<file path="src/rtl/i2s_dac_tx.sv">
// i2s_dac_tx: one-entry sample buffer feeding a free-running I2S transmitter.
// The same mono sample is sent in the left and the right slot of each frame.
// BCLK and LRCLK are divided down from CLK. If a frame starts with no fresh
// sample, the previous sample is sent again and underrun pulses for one cycle.
module i2s_dac_tx #(
  parameter int DATA_WIDTH = 32,
  parameter int SLOT_WIDTH = 32,
  parameter int BCLK_DIV   = 4
) (
  input  logic                  CLK,
  input  logic                  rst,
  input  logic [DATA_WIDTH-1:0] din,
  input  logic                  din_valid,
  output logic                  din_ready,
  input  logic                  mute,
  output logic                  bclk,
  output logic                  lrclk,
  output logic                  sdata,
  output logic                  underrun
);

  localparam int FRAME  = 2 * SLOT_WIDTH;
  localparam int DIV_W  = (BCLK_DIV > 2) ? $clog2(BCLK_DIV) : 1;
  localparam int BIT_W  = $clog2(FRAME);

  logic [DIV_W-1:0]      div_cnt;
  logic [BIT_W-1:0]      bit_cnt;
  logic [BIT_W-1:0]      bit_nxt;
  logic [BIT_W-1:0]      slot_idx;
  logic [DATA_WIDTH-1:0] buf_q;
  logic [DATA_WIDTH-1:0] last_sample;
  logic [SLOT_WIDTH-1:0] buf_word;
  logic [SLOT_WIDTH-1:0] last_word;
  logic [SLOT_WIDTH-1:0] shreg;
  logic [SLOT_WIDTH-1:0] frame_word;
  logic [SLOT_WIDTH-1:0] word_src;
  logic [SLOT_WIDTH-1:0] word_sel;
  logic                  buf_full;
  logic                  div_tc;
  logic                  fall_ev;
  logic                  frame_start;
  logic                  xfer;
  logic                  consume;

  // Fit a sample into one slot word: keep the MSBs when the sample is wider
  // than the slot, left-justify with zero LSBs when it is narrower.
  generate
    if (DATA_WIDTH >= SLOT_WIDTH) begin : g_trunc
      assign buf_word  = buf_q[DATA_WIDTH-1 -: SLOT_WIDTH];
      assign last_word = last_sample[DATA_WIDTH-1 -: SLOT_WIDTH];
    end else begin : g_pad
      assign buf_word  = {buf_q, {(SLOT_WIDTH-DATA_WIDTH){1'b0}}};
      assign last_word = {last_sample, {(SLOT_WIDTH-DATA_WIDTH){1'b0}}};
    end
  endgenerate

  assign din_ready   = ~buf_full;
  assign xfer        = din_valid & ~buf_full;
  assign div_tc      = (div_cnt == DIV_W'(BCLK_DIV - 1));
  // Every data/word-select change happens on the CLK edge that drops bclk.
  assign fall_ev     = div_tc & bclk;
  assign bit_nxt     = (bit_cnt == BIT_W'(FRAME - 1)) ? '0 : bit_cnt + 1'b1;
  assign frame_start = fall_ev & (bit_cnt == BIT_W'(FRAME - 1));
  // A frame start only drains the buffer when it is not muted.
  assign consume     = frame_start & ~mute & buf_full;

  // Word for the frame that is starting; the buffer is sampled before any
  // same-edge transfer, so a simultaneous handshake counts as an underrun.
  assign frame_word  = mute     ? '0       :
                       buf_full ? buf_word : last_word;
  assign word_src    = frame_start ? frame_word : shreg;
  // Right slot repeats the left slot, so fold the bit index into one slot.
  assign slot_idx    = (bit_nxt >= BIT_W'(SLOT_WIDTH)) ? bit_nxt - BIT_W'(SLOT_WIDTH)
                                                       : bit_nxt;
  assign word_sel    = word_src << slot_idx;

  // Free-running BCLK divider.
  always_ff @(posedge CLK or negedge rst) begin
    if (!rst) begin
      div_cnt <= '0;
      bclk    <= 1'b0;
    end else if (div_tc) begin
      div_cnt <= '0;
      bclk    <= ~bclk;
    end else begin
      div_cnt <= div_cnt + 1'b1;
    end
  end

  // Bit position within the frame, LRCLK one BCLK ahead of the slot, serial data.
  always_ff @(posedge CLK or negedge rst) begin
    if (!rst) begin
      bit_cnt <= BIT_W'(FRAME - 1);
      lrclk   <= 1'b0;
      sdata   <= 1'b0;
    end else if (fall_ev) begin
      bit_cnt <= bit_nxt;
      sdata   <= word_sel[SLOT_WIDTH-1];
      if (bit_nxt == BIT_W'(SLOT_WIDTH - 1))
        lrclk <= 1'b1;
      else if (bit_nxt == BIT_W'(FRAME - 1))
        lrclk <= 1'b0;
    end
  end

  // Frame word latch, repeat-sample history and underrun flag.
  always_ff @(posedge CLK or negedge rst) begin
    if (!rst) begin
      shreg       <= '0;
      last_sample <= '0;
      underrun    <= 1'b0;
    end else begin
      underrun <= frame_start & ~mute & ~buf_full;
      if (frame_start)
        shreg <= frame_word;
      if (consume)
        last_sample <= buf_q;
    end
  end

  // One-entry input buffer; drained at a non-muted frame start.
  always_ff @(posedge CLK or negedge rst) begin
    if (!rst) begin
      buf_q    <= '0;
      buf_full <= 1'b0;
    end else if (consume) begin
      buf_full <= 1'b0;
    end else if (xfer) begin
      buf_q    <= din;
      buf_full <= 1'b1;
    end
  end

endmodule
</file>
<file path="config.mk">
export PLATFORM = sky130hd
export DESIGN_NAME = i2s_dac_tx
export DESIGN_NICKNAME = d
export VERILOG_FILES = /design/src/rtl/i2s_dac_tx.sv
export SDC_FILE = /design/constraint.sdc
export NUM_CORES = 1
export LEC_CHECK = 0
export CAP_MARGIN = 0
export CORE_MARGIN = 2
export CORE_UTILIZATION = 40
export DETAILED_ROUTE_END_ITERATION = 10
export DONT_BUFFER_PORTS = 1
export PLACE_DENSITY = 0.61
export RECOVER_POWER = 25
export SLEW_MARGIN = 40
export SYNTH_ARGS = -nofsm -noshare
export SYNTH_HDL_FRONTEND = slang
export SYNTH_SLANG_ARGS = --single-unit
</file>
<file path="constraint.sdc">
create_clock -name CLK -period 2.7 [get_ports CLK]
set_input_delay 0.27 -clock CLK [delete_from_list [all_inputs] [get_ports CLK]]
set_output_delay 0.27 -clock CLK [all_outputs]
set_load 0.02 [all_outputs]
</file>
==> impl_metrics.tcl, run 1 <==
set metrics [dict create \
    status "finished with violations" \
    failed_checks "negative hold slack" \
    dpl_cell_area_um2 5420 \
    finClkSkew_ns 0.00432 \
    finalSetupTns_ns 0 \
    cp.buffers_inverters 2 \
    post-dp-hpwl_um 6880 \
    numCtsBuffers 9 \
    cts.sinks 109 \
    gp_congestion 0.898 \
    cts.path.max_buffers 2 \
    synthMuxAreaShare_pct 24.7 \
    synth_seq_cells 109 \
    track_usage_pct 15.4 \
    avgSynthCellArea_um2 12.4 \
    path_delay_family "simple AND/OR/NAND/NOR gates" \
    synthCells 415 \
    rsz0062_at_grt "false" \
    cts_setup_buffers 0 \
    vias 3239 \
    max_freq_ghz 0.403 \
    grt_max_degree 110 \
    layout_common_cells "102 x dfrtp_1, 71 x mux2_2, 34 x mux2i_1" \
    synth_top_area_share_pct 50.0 \
    drc 0 \
    synth_area_leaders "dfrtp_1 50%, mux2_2 15%, mux2i_1 6.6%, dfstp_2 3.1%, mux4_2 2.6%" \
    numPortBuffers 0 \
    cts-htree-levels 3 \
    met2_usage_pct 23.4 \
    crit_path_frequent_cell "buf_4" \
    yosysTopAreaCell "dfrtp_1" \
    total_power_mw 3.33 \
    syn_to_final_growth_pct 11.9 \
    synth_nets 454 \
    rows 41 \
    synth_flop_cell "dfrtp_1" \
    die_h_um 118 \
    max_stage_delay_ns 0.62 \
    met3_usage_pct 3.34 \
    cts-root-buf "clkbuf_16" \
    ys_seq_area_share_pct 53.0 \
    path_cells "ha_2, nand3_2, buf_4, or3_1, nor2_2, buf_4, mux2_2" \
    critical_path.max_fanout 18 \
    stdcell_area_um2 5780 \
    worst_r2r_path_depth 7 \
    synth-async-reset-ratio_pct 100 \
    r2r_slack_ns 0.22 \
    grt.overflow.total 0 \
    vias_per_cell 5.47 \
    start_util_pct 40.9 \
    hold_viol 109 \
    slew_viol_final 0 \
    clkTransAtPathRegs_ns 0.07 \
    grt_pass1_vias 3360 \
    crit_slowest_cell "dfstp_2" \
    cts_tree "built" \
    r2r-end "last_sample[17]" \
    wire_per_inst_um 17.0 \
    leakage_nw 2.72 \
    drt_wl_total_um 10000 \
    grt-busiest-layer "met2" \
    synth_top_family_by_area "multiplexers" \
    yosysUniqueCellTypes 54 \
    drive_gt1_share_pct 32.4 \
    final_nets 454 \
    grt_use_met1_pct 21.1 \
    crit_path_end_kind "flop" \
    synth_edf_count 0 \
    drtIter0Drc 142 \
    worstSkewPairLatency_ns 0.35 \
    worst_hold_slack_ns -0.385 \
    ir_drop_mv 0.258 \
    startpoint_type "flop" \
    period_minus_slack_ns 2.48 \
    synthSimpleGateAreaFrac_pct 8.58 \
    fin_crit_sh_pct 91.8 \
    synth_area_um2 5160 \
    min_path_type "in -> async" \
    final_common_cell "dfrtp_1" \
    power.density_nw_per_um2 576 \
    antenna_found_initial 0 \
    num_antenna_cells 0 \
    worst-setup-path-type "reg -> reg" \
    io_pins 41 \
    r2r_start "bit_cnt[0]" \
    setup_viol 0 \
    firstDrtPassIters 4 \
    worstPathRequired_ns 2.93 \
    worst_pin_slew_ns 0.643 \
    die_area_um2 13800 \
    drv_cap 0 \
    grt_pass1_wl_um 17100 \
    die_w_um 118 \
    yosysWarnings 0 \
    arrival_ns 2.71 \
    synth_xor_area_share_pct 1.50 \
    relSlewSlack_pct 56.9 \
    core_um2 12600 \
    synth-compound-area-share_pct 8.39 \
    synthAdderAreaFrac_pct 0.727 \
    ant_nets 0 \
]
[Yosys cell counts, drive strengths merged (5+ instances only)]
| cell type | n |
|---|---|
| buf | 19 |
| clkbuf | 10 |
| dfrtp | 103 |
| dfstp | 6 |
| inv | 5 |
| mux2 | 71 |
| mux2i | 34 |
| mux4 | 6 |
| nand2 | 30 |
| nand3 | 7 |
| nand4 | 5 |
| nor2 | 24 |
| o21ai | 18 |
| o31ai | 14 |
| or2 | 5 |
| xor2 | 5 |
[routing by layer]
| metal | routed length [µm] | share of wire, % |
|---|---|---|
| met3 | 339 | 3.4 |
| met5 | 0 | 0 |
| met1 | 4790 | 48 |
| met4 | 168 | 1.7 |
| met2 | 4740 | 47 |
[through the flow]
| stage | std cells | util (%) | worst slack (ns) | hold slack, ns |
|---|---|---|---|---|
| detailed placement | 576 | 42.9 | 0.0775 | -0.0227 |
| global placement | 576 | 42.9 | 0.144 | -0.0217 |
| finish | 592 | 45.8 | 0.220 | -0.385 |
| global route | 592 | 45.8 | 0.0290 | -0.412 |
| CTS | 592 | 45.6 | 0.0499 | -0.401 |
| floorplan | 415 | - | 0.358 | -0.0256 |
[where the power goes]
| group | switching [mW] | internal [mW] | total (mW) |
|---|---|---|---|
| Clock | 0.604 | 0.848 | 1.45 |
| Combinational | 0.0465 | 0.0768 | 0.123 |
| Sequential | 0.0505 | 1.70 | 1.75 |
| Total | 0.701 | 2.63 | 3.33 |
[how the worst max path moves through the flow]
stage               start         endpoint  slack (ns)  cells past startpoint
6_report       bit_cnt[0]  last_sample[17]        0.22                      7
5_1_grt        bit_cnt[0]            sdata        0.03                      9
4_1_cts        bit_cnt[0]            sdata        0.05                      8
3_5_place_dp   bit_cnt[0]            sdata        0.08                      8
3_3_place_gp   bit_cnt[0]            sdata        0.14                      9
2_1_floorplan  bit_cnt[1]            sdata        0.36                      7
[area by class of cell]
| class | count | area (µm²) |
|---|---|---|
| inverters | 5 | 18.8 |
| fillers | 1186 | 6840 |
| well taps | 172 | 215 |
| clock buffers | 10 | 239 |
| clock inverters | 6 | 93.8 |
| repair buffers | 18 | 173 |
| multi-input cells | 272 | 2300 |
| flip-flops and latches | 109 | 2740 |
[state kept, by name, indices dropped and copies added (netlist names)]
register / cells
buf_full: 1
bit_cnt: 6
last_sample: 32
underrun: 1
lrclk: 1
sdata: 1
shreg: 32
buf_q: 32
bclk: 1
div_cnt: 2
[cell families (layout without fill, tap and decap cells)]
kind of cell             count (synthesis)  in the layout
multiplexers                           111            111
flip-flops                             109            109
AND/OR/NAND/NOR                         90             90
AO/OA/AOI/OAI                           60             60
buffers and inverters                   34             39
XOR/XNOR                                 8              8
adder cells (fa/ha/maj)                  3              3
[timing repair]
action | 4_1_cts | 5_1_grt
endpoints found under the setup margin | 0 | 1
gates resized for setup | 0 | 7
endpoints found under the hold margin | 109 | 109
No activity file was read; power rests on OpenSTA's default activity.
==> run 2: changes to the inputs <==
==> constraint.sdc (replaced) <==
create_clock -name CLK -period 2.7 [get_ports CLK]
set_input_delay 0.27 -clock CLK [delete_from_list [all_inputs] [get_ports CLK]]
set_output_delay 0.27 -clock CLK [all_outputs]
set_load 0.05 [all_outputs]
==> run 2 against run 1 <==
  * The run still ends with negative hold slack left
  * Sequential power about the same
  * Largest power group unchanged
  * Total power is 1.2% lower
  * Clock power decreased by 3%
  * Highest routed layer unchanged
==> impl_metrics.tcl, run 2 (synthesis results as in run 1) <==
set metrics [dict create \
    status "finished with violations" \
    failed_checks "negative hold slack" \
    power.density_nw_per_um2 569 \
    drc 0 \
    setup_viol 0 \
    clkTransAtPathRegs_ns 0.07 \
    numPortBuffers 0 \
    relSlewSlack_pct 54.7 \
    ir_drop_mv 0.399 \
    firstDrtPassIters 4 \
    p_seq_share_pct 53.3 \
    final_nets 455 \
    path_cells "ha_1, nand3_2, or2_2, buf_4, o31ai_1, o22a_1, a221oi_2, nand4_1" \
    crit_slowest_cell "dfstp_2" \
    numCtsBuffers 9 \
    fillers 1220 \
    grt.overflow.total 0 \
    cts_tree "built" \
    rsz0062_at_grt "false" \
    fin_crit_sh_pct 95.8 \
    arrival_ns 2.86 \
    ant_nets 0 \
    drt_wl_total_um 9770 \
    drtIter0Drc 139 \
    grt_pass1_wl_um 16800 \
    swShare_pct 21.0 \
    critical_path.max_fanout 22 \
    vias_per_cell 5.38 \
    r2r_start "bit_cnt[0]" \
    reg.largest.list "buf_q: 32 flops, last_sample: 32 flops, shreg: 32 flops" \
    worstSkewPairLatency_ns 0.34 \
    cts.sinks 109 \
    pwr-share-comb_pct 3.7 \
    cts-root-buf "clkbuf_16" \
    start_util_pct 40.9 \
    clkPwrFrac_pct 42.9 \
    layout_common_cells "102 x dfrtp_1, 71 x mux2_2, 34 x mux2i_1" \
    startpoint_type "flop" \
    grt_max_degree 110 \
    crit_path_end_kind "flop" \
    post-dp-hpwl_um 6860 \
    cts_setup_buffers 0 \
    io_pins 41 \
    die_w_um 118 \
    p_int_mw 2.60 \
    wire_per_inst_um 16.5 \
    final_util_pct 45.7 \
    leakage_nw 2.72 \
    worst_hold_slack_ns -0.377 \
    gp_congestion 0.904 \
    core_um2 12600 \
    syn_to_final_growth_pct 11.9 \
    track_usage_pct 15.0 \
    worst_slack_ns 0.114 \
    antenna_found_initial 0 \
    drive_gt1_share_pct 32.5 \
    cts.path.max_buffers 2 \
    dpl_worst_slack_ns 0.0831 \
    grt_pass1_vias 3311 \
    max_stage_delay_ns 0.62 \
    slew_viol_final 0 \
    finalSetupTns_ns 0 \
    finClkSkew_ns 0.00643 \
    cts-htree-levels 3 \
    hold_viol 109 \
    period_minus_slack_ns 2.59 \
    vias 3189 \
    rows 41 \
    power_switching_mw 0.690 \
    die_area_um2 13800 \
    num_antenna_cells 0 \
    min_path_type "in -> async" \
    die_h_um 118 \
    worst_pin_slew_ns 0.676 \
    worstPathRequired_ns 2.98 \
    crit_start "bit_cnt[0]" \
    max_freq_ghz 0.387 \
    drv_cap 0 \
    worst-setup-path-type "reg -> reg" \
    final_common_cell "dfrtp_1" \
]
-- run 2: final timing paths --
kind                                    to  slack (ns)  depth (start not counted)
worst max-delay path                 sdata        0.11                          8
worst min-delay path             shreg[16]       -0.38                          0
worst max register to register       sdata        0.11                          8
worst min register to register  div_cnt[0]        0.43                          1
max in group asynchronous       bit_cnt[3]        2.84                          0
min in group CLK                  shreg[4]        0.03                          1
-- run 2: metal layers --
metal  up-vias  GRT usage [%]  share of wire, %
met4         0           5.27               1.7
met2        67           23.4                47
li1       1508              -                 -
met3        12           3.00               3.3
met1      1602           20.9                48
met5         -              0                 0
-- run 2: layout make-up --
type	count	area, µm²	share of cell area [%]
sequential	109	2740	47.4
multi-input combinational	272	2300	39.8
clock buffer	9	225	3.90
tap	172	215	3.73
timing repair buffer	19	180	3.12
clock inverter	7	97.6	1.69
inverter	5	18.8	0.325
-- run 2: power by group through the flow --
stage / Sequential [mW] / Combinational, mW / Clock, mW
floorplan: 1.77 / 0.108 / 0
global placement: 1.78 / 0.121 / 0
detailed placement: 1.79 / 0.124 / 0
CTS: 1.75 / 0.124 / 1.46
global route: 1.76 / 0.137 / 1.52
finish: 1.75 / 0.122 / 1.41
-- run 2: timing repair --
action,CTS,global route
endpoints found under the setup margin,0,1
resized for setup,0,7
endpoints found under the hold margin,109,109
-- run 2: stage by stage --
| step | power [mW] | cells | area [µm²] | hold WS (ns) |
|---|---|---|---|---|
| detailed placement | 1.91 | 577 | 5420 | -0.0218 |
| CTS | 3.34 | 593 | 5750 | -0.400 |
| global placement | 1.90 | 577 | 5420 | -0.0218 |
| global route | 3.43 | 593 | 5770 | -0.401 |
| finish | 3.29 | 593 | 5770 | -0.377 |
| floorplan | 1.88 | 415 | 5160 | -0.0256 |
-- run 2: critical path: cells and delay by family (launching register included) --
family,cells,cell delay (ns)
simple gates,3,0.73
compound gates,3,0.64
flops,1,0.62
fa+ha+maj,1,0.27
buf+inv,1,0.26
